**src/rtl/cnn_pkg.sv**
```systemverilog
// Shared types and pixel helpers for the CNN post-processing stages.
package cnn_pkg;

    localparam int unsigned DW_PIX = 16;

    typedef enum logic [1:0] {
        IDLE = 2'd0,
        RUN  = 2'd1,
        FIN  = 2'd2
    } pool_state_e;

    // Unsigned max of two pixel words; callers only pass non-negative values.
    function automatic logic [DW_PIX-1:0] max_u(input logic [DW_PIX-1:0] a,
                                                input logic [DW_PIX-1:0] b);
        return (a > b) ? a : b;
    endfunction

    // ReLU on a two's-complement pixel: negatives clamp to zero.
    function automatic logic [DW_PIX-1:0] relu(input logic [DW_PIX-1:0] x);
        return x[DW_PIX-1] ? '0 : x;
    endfunction

endpackage

```
**src/rtl/relu_maxpool_2x2_if.sv**
```systemverilog
// Pixel stream in / pooled stream out bundle for relu_maxpool_2x2.
interface relu_maxpool_2x2_if #(
    parameter int unsigned DW = 16
);
    logic          start;
    logic [DW-1:0] din;
    logic          din_valid;
    logic          conv_done;
    logic [DW-1:0] pool_out;
    logic          pool_valid;
    logic          done;
    logic          underrun;

    modport master (
        output start, din, din_valid, conv_done,
        input  pool_out, pool_valid, done, underrun
    );

    modport slave (
        input  start, din, din_valid, conv_done,
        output pool_out, pool_valid, done, underrun
    );
endinterface

```
**src/rtl/pool_rowbuf.sv**
```systemverilog
// Register-based row buffer holding horizontal pair maxima of the even row.
module pool_rowbuf #(
    parameter int unsigned DEPTH = 1,
    parameter int unsigned DW    = 16,
    parameter int unsigned AW    = 1
) (
    input  logic          clk,
    input  logic          rst_n,
    input  logic          we,
    input  logic [AW-1:0] waddr,
    input  logic [DW-1:0] wdata,
    input  logic [AW-1:0] raddr,
    output logic [DW-1:0] rdata
);

    logic [DW-1:0] mem_q [DEPTH];
    logic [DW-1:0] mem_d [DEPTH];

    // Next-state of the buffer: single indexed write, out-of-range writes dropped.
    always_comb begin
        mem_d = mem_q;
        if (we && (32'(waddr) < DEPTH)) begin
            mem_d[waddr] = wdata;
        end
    end

    // Buffer registers, cleared on reset.
    always_ff @(posedge clk or negedge rst_n) begin
        if (!rst_n) begin
            for (int i = 0; i < int'(DEPTH); i++) begin
                mem_q[i] <= '0;
            end
        end else begin
            mem_q <= mem_d;
        end
    end

    assign rdata = (32'(raddr) < DEPTH) ? mem_q[raddr] : '0;

endmodule

```
**src/rtl/relu_maxpool_2x2.sv**
```systemverilog
// ReLU followed by 2x2 stride-2 max pooling over a row-major ofmap stream.
module relu_maxpool_2x2
    import cnn_pkg::*;
#(
    parameter int unsigned DW   = DW_PIX,
    parameter int unsigned OF_W = 2,
    parameter int unsigned OF_H = 2,
    parameter int unsigned CW   = 16
) (
    input  logic               clk,
    input  logic               rst_n,
    relu_maxpool_2x2_if.slave  bus
);

    localparam int unsigned RB_DEPTH = (OF_W + 1) / 2;
    localparam int unsigned RB_AW    = (RB_DEPTH > 1) ? $clog2(RB_DEPTH) : 1;
    localparam logic [CW-1:0] COL_LAST = CW'(OF_W - 1);
    localparam logic [CW-1:0] ROW_LAST = CW'(OF_H - 1);

    pool_state_e   state_q, state_d;
    logic [CW-1:0] col_q, col_d;
    logic [CW-1:0] row_q, row_d;
    logic [DW-1:0] hold_q, hold_d;
    logic [DW-1:0] pool_out_q, pool_out_d;
    logic          pool_valid_q, pool_valid_d;
    logic          done_q, done_d;
    logic          underrun_q, underrun_d;

    logic [DW-1:0]    pix_r;
    logic [DW-1:0]    pair;
    logic [DW-1:0]    rb_rdata;
    logic             rb_we;
    logic [RB_AW-1:0] rb_addr;
    logic             last_accept;

    pool_rowbuf #(
        .DEPTH (RB_DEPTH),
        .DW    (DW),
        .AW    (RB_AW)
    ) u_rowbuf (
        .clk   (clk),
        .rst_n (rst_n),
        .we    (rb_we),
        .waddr (rb_addr),
        .wdata (pair),
        .raddr (rb_addr),
        .rdata (rb_rdata)
    );

    // Pixel datapath: rectified input and horizontal pair maximum.
    always_comb begin
        pix_r   = DW'(relu(DW_PIX'(bus.din)));
        pair    = DW'(max_u(DW_PIX'(hold_q), DW_PIX'(pix_r)));
        rb_addr = RB_AW'(col_q >> 1);
    end

    // FSM next state, counters, window reduction and output pulses.
    always_comb begin
        state_d      = state_q;
        col_d        = col_q;
        row_d        = row_q;
        hold_d       = hold_q;
        pool_out_d   = pool_out_q;
        pool_valid_d = 1'b0;
        done_d       = 1'b0;
        underrun_d   = underrun_q;
        rb_we        = 1'b0;
        last_accept  = 1'b0;

        case (state_q)
            IDLE: begin
                if (bus.start) begin
                    col_d      = '0;
                    row_d      = '0;
                    underrun_d = 1'b0;
                    state_d    = RUN;
                end
            end

            RUN: begin
                if (bus.din_valid) begin
                    // Even column parks the pixel; odd column closes a pair.
                    if (!col_q[0]) begin
                        hold_d = pix_r;
                    end else if (!row_q[0]) begin
                        rb_we = 1'b1;
                    end else begin
                        pool_out_d   = DW'(max_u(DW_PIX'(rb_rdata), DW_PIX'(pair)));
                        pool_valid_d = 1'b1;
                    end

                    if (col_q == COL_LAST) begin
                        col_d = '0;
                        row_d = row_q + CW'(1);
                        if (row_q == ROW_LAST) begin
                            last_accept = 1'b1;
                        end
                    end else begin
                        col_d = col_q + CW'(1);
                    end
                end

                // Early upstream end flags underrun; a coinciding last pixel is a clean finish.
                if (bus.conv_done && !last_accept) begin
                    underrun_d = 1'b1;
                end

                if (last_accept || bus.conv_done) begin
                    state_d = FIN;
                    done_d  = 1'b1;
                    col_d   = '0;
                    row_d   = '0;
                end
            end

            FIN: begin
                col_d   = '0;
                row_d   = '0;
                state_d = IDLE;
            end

            default: begin
                state_d = IDLE;
            end
        endcase
    end

    // State and output registers.
    always_ff @(posedge clk or negedge rst_n) begin
        if (!rst_n) begin
            state_q      <= IDLE;
            col_q        <= '0;
            row_q        <= '0;
            hold_q       <= '0;
            pool_out_q   <= '0;
            pool_valid_q <= 1'b0;
            done_q       <= 1'b0;
            underrun_q   <= 1'b0;
        end else begin
            state_q      <= state_d;
            col_q        <= col_d;
            row_q        <= row_d;
            hold_q       <= hold_d;
            pool_out_q   <= pool_out_d;
            pool_valid_q <= pool_valid_d;
            done_q       <= done_d;
            underrun_q   <= underrun_d;
        end
    end

    assign bus.pool_out   = pool_out_q;
    assign bus.pool_valid = pool_valid_q;
    assign bus.done       = done_q;
    assign bus.underrun   = underrun_q;

endmodule
```
**src/flat_wrapper.sv**
```systemverilog
// flat-port wrapper written by rule: the top's interface ports become plain ports
module relu_maxpool_2x2_flat import cnn_pkg::*;
#(
    parameter int unsigned DW   = DW_PIX,
    parameter int unsigned OF_W = 2,
    parameter int unsigned OF_H = 2,
    parameter int unsigned CW   = 16
)
  (clk, rst_n, bus_start, bus_din, bus_din_valid, bus_conv_done, bus_pool_out, bus_pool_valid, bus_done, bus_underrun);
  relu_maxpool_2x2_if #(.DW(DW)) bus_i ();
  input  logic clk;
  input  logic rst_n;
  input wire logic [$bits(bus_i.start)-1:0] bus_start;
  input wire logic [$bits(bus_i.din)-1:0] bus_din;
  input wire logic [$bits(bus_i.din_valid)-1:0] bus_din_valid;
  input wire logic [$bits(bus_i.conv_done)-1:0] bus_conv_done;
  output wire logic [$bits(bus_i.pool_out)-1:0] bus_pool_out;
  output wire logic [$bits(bus_i.pool_valid)-1:0] bus_pool_valid;
  output wire logic [$bits(bus_i.done)-1:0] bus_done;
  output wire logic [$bits(bus_i.underrun)-1:0] bus_underrun;
  assign bus_i.start = bus_start;
  assign bus_i.din = bus_din;
  assign bus_i.din_valid = bus_din_valid;
  assign bus_i.conv_done = bus_conv_done;
  assign bus_pool_out = bus_i.pool_out;
  assign bus_pool_valid = bus_i.pool_valid;
  assign bus_done = bus_i.done;
  assign bus_underrun = bus_i.underrun;
  relu_maxpool_2x2 #(.DW(DW), .OF_W(OF_W), .OF_H(OF_H), .CW(CW)) u_core (.clk(clk), .rst_n(rst_n), .bus(bus_i));
endmodule
```
**config.mk**
```make
export PLATFORM = sky130hd
export DESIGN_NAME = relu_maxpool_2x2_flat
export DESIGN_NICKNAME = d
export VERILOG_FILES = /design/src/rtl/cnn_pkg.sv /design/src/rtl/relu_maxpool_2x2_if.sv /design/src/rtl/pool_rowbuf.sv /design/src/rtl/relu_maxpool_2x2.sv /design/src/flat_wrapper.sv
export SDC_FILE = /design/constraint.sdc
export NUM_CORES = 1
export LEC_CHECK = 0
export CORE_ASPECT_RATIO = 0.6
export CORE_UTILIZATION = 25
export DETAILED_ROUTE_END_ITERATION = 12
export RECOVER_POWER = 100
export SETUP_SLACK_MARGIN = 0.15
export SYNTH_ARGS = -nofsm -noshare
export SYNTH_HDL_FRONTEND = slang
export SYNTH_SLANG_ARGS = --single-unit
```
**constraint.sdc**
```tcl
create_clock -name clk -period 4.3 [get_ports clk]
set_clock_uncertainty 0.1 [all_clocks]
set_input_delay 0.43 -clock clk [delete_from_list [all_inputs] [get_ports clk]]
set_output_delay 0.43 -clock clk [all_outputs]
set_load 0.05 [all_outputs]
```
==> metrics, run 1 <==
run status finished with violations; failing checks max-capacitance violations, max-slew violations; register area share after synthesis approximately two fifths; Worst Reg-to-Reg Cells 16; synth cell count leaders dfrtp_1, nand2_1, o21ai_0; Detail Route Antenna Nets 0; count of state elements after synthesis 82; Hold Startpoint u_core.bus.underrun; final cycle utilization of the critical path 94.7%; full die area slightly above 0.02 sq mm; most numerous cell in the Yosys netlist dfrtp_1; CP arrival about 4.2 ns; YS warnings 0; total wire length 13.2 mm; gr ovfl total 0; Hold Path Class reg -> reg; worst-case vdd ir drop 0.000255 V; GRT Resource Usage Total ~14%; layout cells sized above 1 around 20%; Worst Tran Pin Value approximately 2.8 ns; Cell variety after synth 51; Via density about 4.7; FMAX around 0.25 GHz; Crit Path Category in -> reg; DRT Pass-1 Iters 5; Synth area leaders dfrtp_1, ha_1, nand2_1, o21ai_0, mux2_4; Starting Density between 20% and 30%; Layout fillers between 1500 and 2000; RSZ-0062 raised after global routing no; CTS tree yes; Synthesized Nets ~580; initial DRC count between 300 and 400; clock sinks slightly above 80; synthesized area approximately 0.005 sq mm; worst hold path depth 2; Critical Path Source Type input port; Core Rows 39; nets@finish between 600 and 700; Synth Instances approximately 530; worst r2r src u_core.hold_q[1]; static leakage 2.79 nW; reg-to-reg endpoint u_core.bus.pool_out[12]; Post-synth EDFFs 0; largest net degree at the start of global routing 51; I/O Buffers 38; die height between 100 and 150 um; CP Max Fanout 7; most common flop cell mapped by yosys dfrtp_1; Rel. slew slack -83.8%; Hold Path End u_core.bus.underrun; max-slew violation count between 50 and 60; Die X between 150 and 200 um; total CTS buffers 9; DR vias roughly 4100; I/O pin cnt 40; final hold vios 0; initial antenna violation count 0; Final Cell Area roughly 0.0066 sq mm; first-pass GRT wire length about 21 mm; hold-fix buffers at CTS 0; clock network latency to the later pin of the worst-skew pair between 0.3 and 0.4 ns; minimum clock period a little over 4 ns; R2R Setup Slk just under 0.4 ns; # H-tree levels 3; CTS root buf clkbuf_16; average size of a mapped cell about 9.3 sq um; ant diodes 0; ys async rst share between 90% and 100%; Post-DP HPWL approximately 9.2 mm; post-synth top area share 41.9%; GPL Wtd Cong between 0.7 and 0.8; Max clock buf depth 2; Core Area between 0.015 and 0.02 sq mm; MaxCap Viol Count 1; CP Capture Type register; vias in the first global route 3930; Area Growth Syn to Fin 34.1%; Residual DRC 0; Pwr Density between 600 and 700 mW/mm^2; Area after DPL 0.00587 sq mm; Sum Neg Setup Slack 0 ns; Routed WL per cell roughly 15 um; area leader, netlist dfrtp_1; Final setup viols 0; Critical Path RT between 4 and 5 ns; CTS clock-pin slew for the worst setup and hold paths 0.07 ns
[metrics by stage]
stage | hold slack, ns | instances | total power [W] | setup WS [ns] | utilization (%)
final | 0.388 | 879 | 0.00399 | 0.227 | 34.4
after global routing | 0.427 | 879 | 0.00424 | 0.0737 | 34.4
after floorplan | 0.0344 | 526 | 0.00202 | 0.157 | -
after global placement | 0.383 | 856 | 0.00263 | -0.284 | 30.8
after detailed placement | 0.384 | 856 | 0.00266 | -0.406 | 30.8
after CTS | 0.0271 | 879 | 0.00378 | 0.234 | 33.5
[power breakdown]
part | internal [W] | switching [W] | total, W
clock network | 0.000461 | 0.000355 | 0.000817
registers | 0.000905 | 0.000151 | 0.00106
logic | 0.00107 | 0.00104 | 0.00211
total | 0.00244 | 0.00155 | 0.00399
[cells in the final DEF, fill, tap and decap left out, types with 16 or more instances in the layout]
cell,netlist,final
a21oi_1,23,22
buf_4,3,47
clkdlybuf4s50_1,0,16
dfrtp_1,82,82
dlygate4sd3_1,0,19
ha_1,34,17
ha_4,0,17
inv_1,26,26
nand2_1,66,66
nand2b_1,19,18
nand3_1,26,24
nor2_1,27,27
nor2b_1,20,19
o211ai_1,16,16
o21ai_0,36,35
o21ai_1,21,21
[critical path, cell delays in order]
cell           delay (ns)
dlygate4sd3_1        0.57
nand2b_1             0.13
ha_4                 0.30
nand4_1              0.14
a2111o_1             0.37
a31oi_4              0.25
buf_6                0.16
mux2_4               0.33
ha_1                 0.28
nand4_1              0.17
buf_4                0.20
nor4_4               0.24
buf_4                0.15
buf_4                0.12
o21ai_4              0.06
buf_6                0.15
o211ai_1             0.18
[sequential cells by signal, indices dropped and copies added (netlist names)]
signal,flops
u_core.col_q,16
u_core.row_q,16
u_core.bus.pool_out,15
u_core.hold_q,15
u_core.u_rowbuf.mem_q,15
u_core.state_q,2
u_core.bus.done,1
u_core.bus.pool_valid,1
u_core.bus.underrun,1
[metal layers]
layer  vias up  global-route usage (%)  wire length, um  part of all wire [%]
li1       2039                       -                -                     -
met1      1976                    22.4             7330                    56
met2        82                    17.0             5150                    39
met3        13                    3.53              592                   4.5
met4         0                    3.47              108                  0.82
met5         -                       0                0                     0
[layout make-up]
class                   instances  area [sq um]  area share [%]
inverters                      26          97.6            1.49
multi-input cells             394          2920            44.4
clock inverters                 7          83.8            1.28
well taps                     266           333            5.07
repair buffers                 95           857            13.1
flip-flops and latches         82          2050            31.2
clock buffers                   9           225            3.43
[kinds of logic after synthesis]
kind of cell / after synthesis / share of synthesized area (%)
other: 1 / 0.0766
buffers and inverters: 50 / 4.62
muxes: 18 / 4.88
xor gates and xnor gates: 10 / 1.79
DFF: 82 / 41.9
and+or+nand+nor: 208 / 22.0
AOI/OAI and AO/OA: 123 / 16.0
adders and majority gates: 34 / 8.69
[worst max-delay path by stage]
stage	end	slack [ns]	startpoint
global route	u_core.bus.pool_out[12]	0.07	bus_din[7]
CTS	u_core.bus.pool_out[1]	0.23	bus_din[1]
detailed placement	u_core.bus.pool_out[1]	-0.41	bus_din[15]
floorplan	u_core.bus.pool_out[10]	0.16	bus_din[15]
finish	u_core.bus.pool_out[12]	0.23	bus_din[7]
global placement	u_core.bus.pool_out[6]	-0.28	bus_din[15]
[what timing repair did]
action                                  CTS  global route
pin swaps                                 8            13
endpoints found under the setup margin   15            15
gates cloned                              2             0
resized for setup                        20            27
setup buffers                             5             0
Note: power is estimated with default switching activity, not from simulation.
==> run 2, diff against run 1 <==
CORE_MARGIN = 5   (was default)
HOLD_SLACK_MARGIN = 0.02   (was default)
==> run 2 against run 1 <==
The flow still finishes with violations (max-capacitance violations, max-slew violations). Global-route usage is 2.4 points lower. Utilization down 0.081 points. Non-clock buffer count did not move. Die area up 12%. Sequential power hardly changed. Wire length shrank 0.93%. Setup slack improved by 0.012 ns. Critical path depth shrank 1. Via count about the same.
==> metrics, run 2 (synthesis gave the netlist of run 1 again) <==
run status finished with violations; failing checks max-capacitance violations, max-slew violations; GRT Resource Usage Total a little under an eighth; initial DRC count between 200 and 300; # H-tree levels 3; MaxCap Viol Count 1; Core Rows 39; CTS tree yes; Top Registers u_core.col_q: 16 flops, u_core.row_q: 16 flops; commonest non-fill, non-tap cell in the layout dfrtp_1; Layout fillers roughly 2000; Setup WS pre-CTS -0.320 ns; critical path cell sequence dlygate4sd3_1, nand2b_2, ha_4, o211ai_1, a2111o_1, a31oi_4, buf_12, buf_16, mux2_4, ha_4, nand4_1, a2111o_1, and4_1, o21ai_2, buf_6, o211ai_1; Buf/Inv on CP 4; Hold Startpoint u_core.row_q[15]; Core Util, Final roughly a third; clock network latency to the later pin of the worst-skew pair 0.34 ns; total wire length around 13 mm; vias in the first global route roughly 3700; reg-to-reg endpoint u_core.bus.pool_out[11]; Final setup viols 0; minimum clock period between 4 and 5 ns; Post-DP HPWL roughly 9.5 mm; Worst Tran Pin Value around 2.7 ns; Sum Neg Setup Slack 0 ns; Die X ~190 um; nets@finish ~660; Hold Path Class reg -> reg; static leakage slightly below 3 nW; I/O Buffers 38; hold-fix buffers at CTS 0; worst r2r src u_core.hold_q[1]; CP Max Fanout 6; GPL Wtd Cong between 0.8 and 0.9; Critical Path Source Type input port; R2R Setup Slk between 0.3 and 0.4 ns; CP arrival 4.17 ns; Crit Path Category in -> reg; final cycle utilization of the critical path roughly 94%; CTS root buf clkbuf_16; Area Growth Syn to Fin 34.1%; Routed WL per cell 14.9 um; largest net degree at the start of global routing 50; Rel. slew slack -83.0%; layout cells sized above 1 approximately 20%; DRT Pass-1 Iters 5; CP Launch Point bus_din[2]; gr ovfl total 0; total CTS buffers 9; Core Area between 0.015 and 0.02 sq mm; clock sinks just over 80; Residual DRC 0; worst hold path depth 1; I/O pin cnt 40; final hold vios 0; Worst Reg-to-Reg Cells 15; crit path max-delay cell type dlygate4sd3_1; FMAX between 0.2 and 0.25 GHz; final worst setup slack ~0.24 ns; slowest cell delay on critical path ~0.54 ns; Max clock buf depth 2; worst-case vdd ir drop between 0.0002 and 0.0003 V; CP top delay family compound AO/OA/AOI/OAI gates; CTS clock-pin slew for the worst setup and hold paths approximately 0.06 ns; Hold Path End u_core.row_q[15]; initial antenna violation count 0; CP Capture Type register; Pwr Density around 590 mW/mm^2; DR vias roughly 4000; full die area around 0.023 sq mm; first-pass GRT wire length between 20 and 25 mm; Detail Route Antenna Nets 0; max-slew violation count 50; Critical Path RT around 4.4 ns; Via density between 4 and 5; leading cell types in the layout, fill and taps excluded dfrtp_1, nand2_1, o21ai_0; die height approximately 120 um; Starting Density between 20% and 30%; RSZ-0062 raised after global routing no; ant diodes 0
run 2: cell types whose count changed in the layout (fill, tap and decap cells not counted), moves of 2 or more:
cell,change
nor2b_1,-2
clkdlybuf4s50_1,-12
ha_1,+2
nand2b_1,-2
o21ai_0,+13
mux2_2,+2
dlymetal6s2s_1,+11
ha_4,-3
mux2_1,+3
nor2b_4,+2
mux2_4,-5
o21ai_1,-13
run 2: power by group:
part	total (W)	leakage [nW]	switching (W)	internal (W)
registers	0.00106	1.12	0.000154	0.000905
clock network	0.000856	0.160	0.000341	0.000514
logic	0.00193	1.62	0.000945	0.000984
run 2: worst register-to-register path, stage by stage, from the launching register on:
cell and delay [ns]:
dfrtp_1 0.44, ha_4 0.29, nor2b_4 0.12, o211ai_1 0.08, a2111o_1 0.45, a31oi_4 0.27, buf_12 0.15, buf_16 0.11
mux2_4 0.32, ha_4 0.27, nand4_1 0.17, a2111o_1 0.40, and4_1 0.18, o21ai_2 0.19, buf_6 0.15, o211ai_1 0.09
run 2: layout make-up:
type                       instances  area (sq um)  area share, %
tap                              266           333           5.07
inverter                          26          97.6           1.49
clock inverter                     7           100           1.52
sequential                        82          2050           31.2
multi-input combinational        394          2860           43.6
clock buffer                       9           225           3.43
timing repair buffer              95           897           13.7
run 2: stage by stage:
stage	instance area (sq um)	std cells	hold WS, ns	total power, W
6_report	6570	879	0.388	0.00384
5_1_grt	6570	879	0.431	0.00411
4_1_cts	6260	874	0.0462	0.00364
3_5_place_dp	5870	855	0.377	0.00265
3_3_place_gp	5870	855	0.379	0.00262
2_1_floorplan	4900	526	0.0344	0.00202
run 2: per-layer routing:
metal / track usage [%] / vias up / routed length, um
met5: 0 / - / 0
met4: 2.29 / 0 / 106
li1: - / 2038 / -
met2: 13.6 / 106 / 4860
met3: 2.47 / 9 / 670
met1: 19.7 / 1956 / 7430
run 2: worst max-delay path by stage:
stage,slack [ns],endpoint,cells past startpoint
after floorplan,0.16,u_core.bus.pool_out[10],17
after global placement,-0.29,u_core.bus.pool_out[7],18
after detailed placement,-0.32,u_core.bus.pool_out[3],17
after CTS,0.20,u_core.bus.pool_out[11],18
after global routing,0.07,u_core.bus.pool_out[1],16
final,0.24,u_core.bus.pool_out[11],16
run 2: what timing repair did:
action,4_1_cts,5_1_grt
setup endpoints to repair,15,15
buffers inserted,1,5
gates resized for setup,6,45
cloned,2,0
pin swaps,6,26
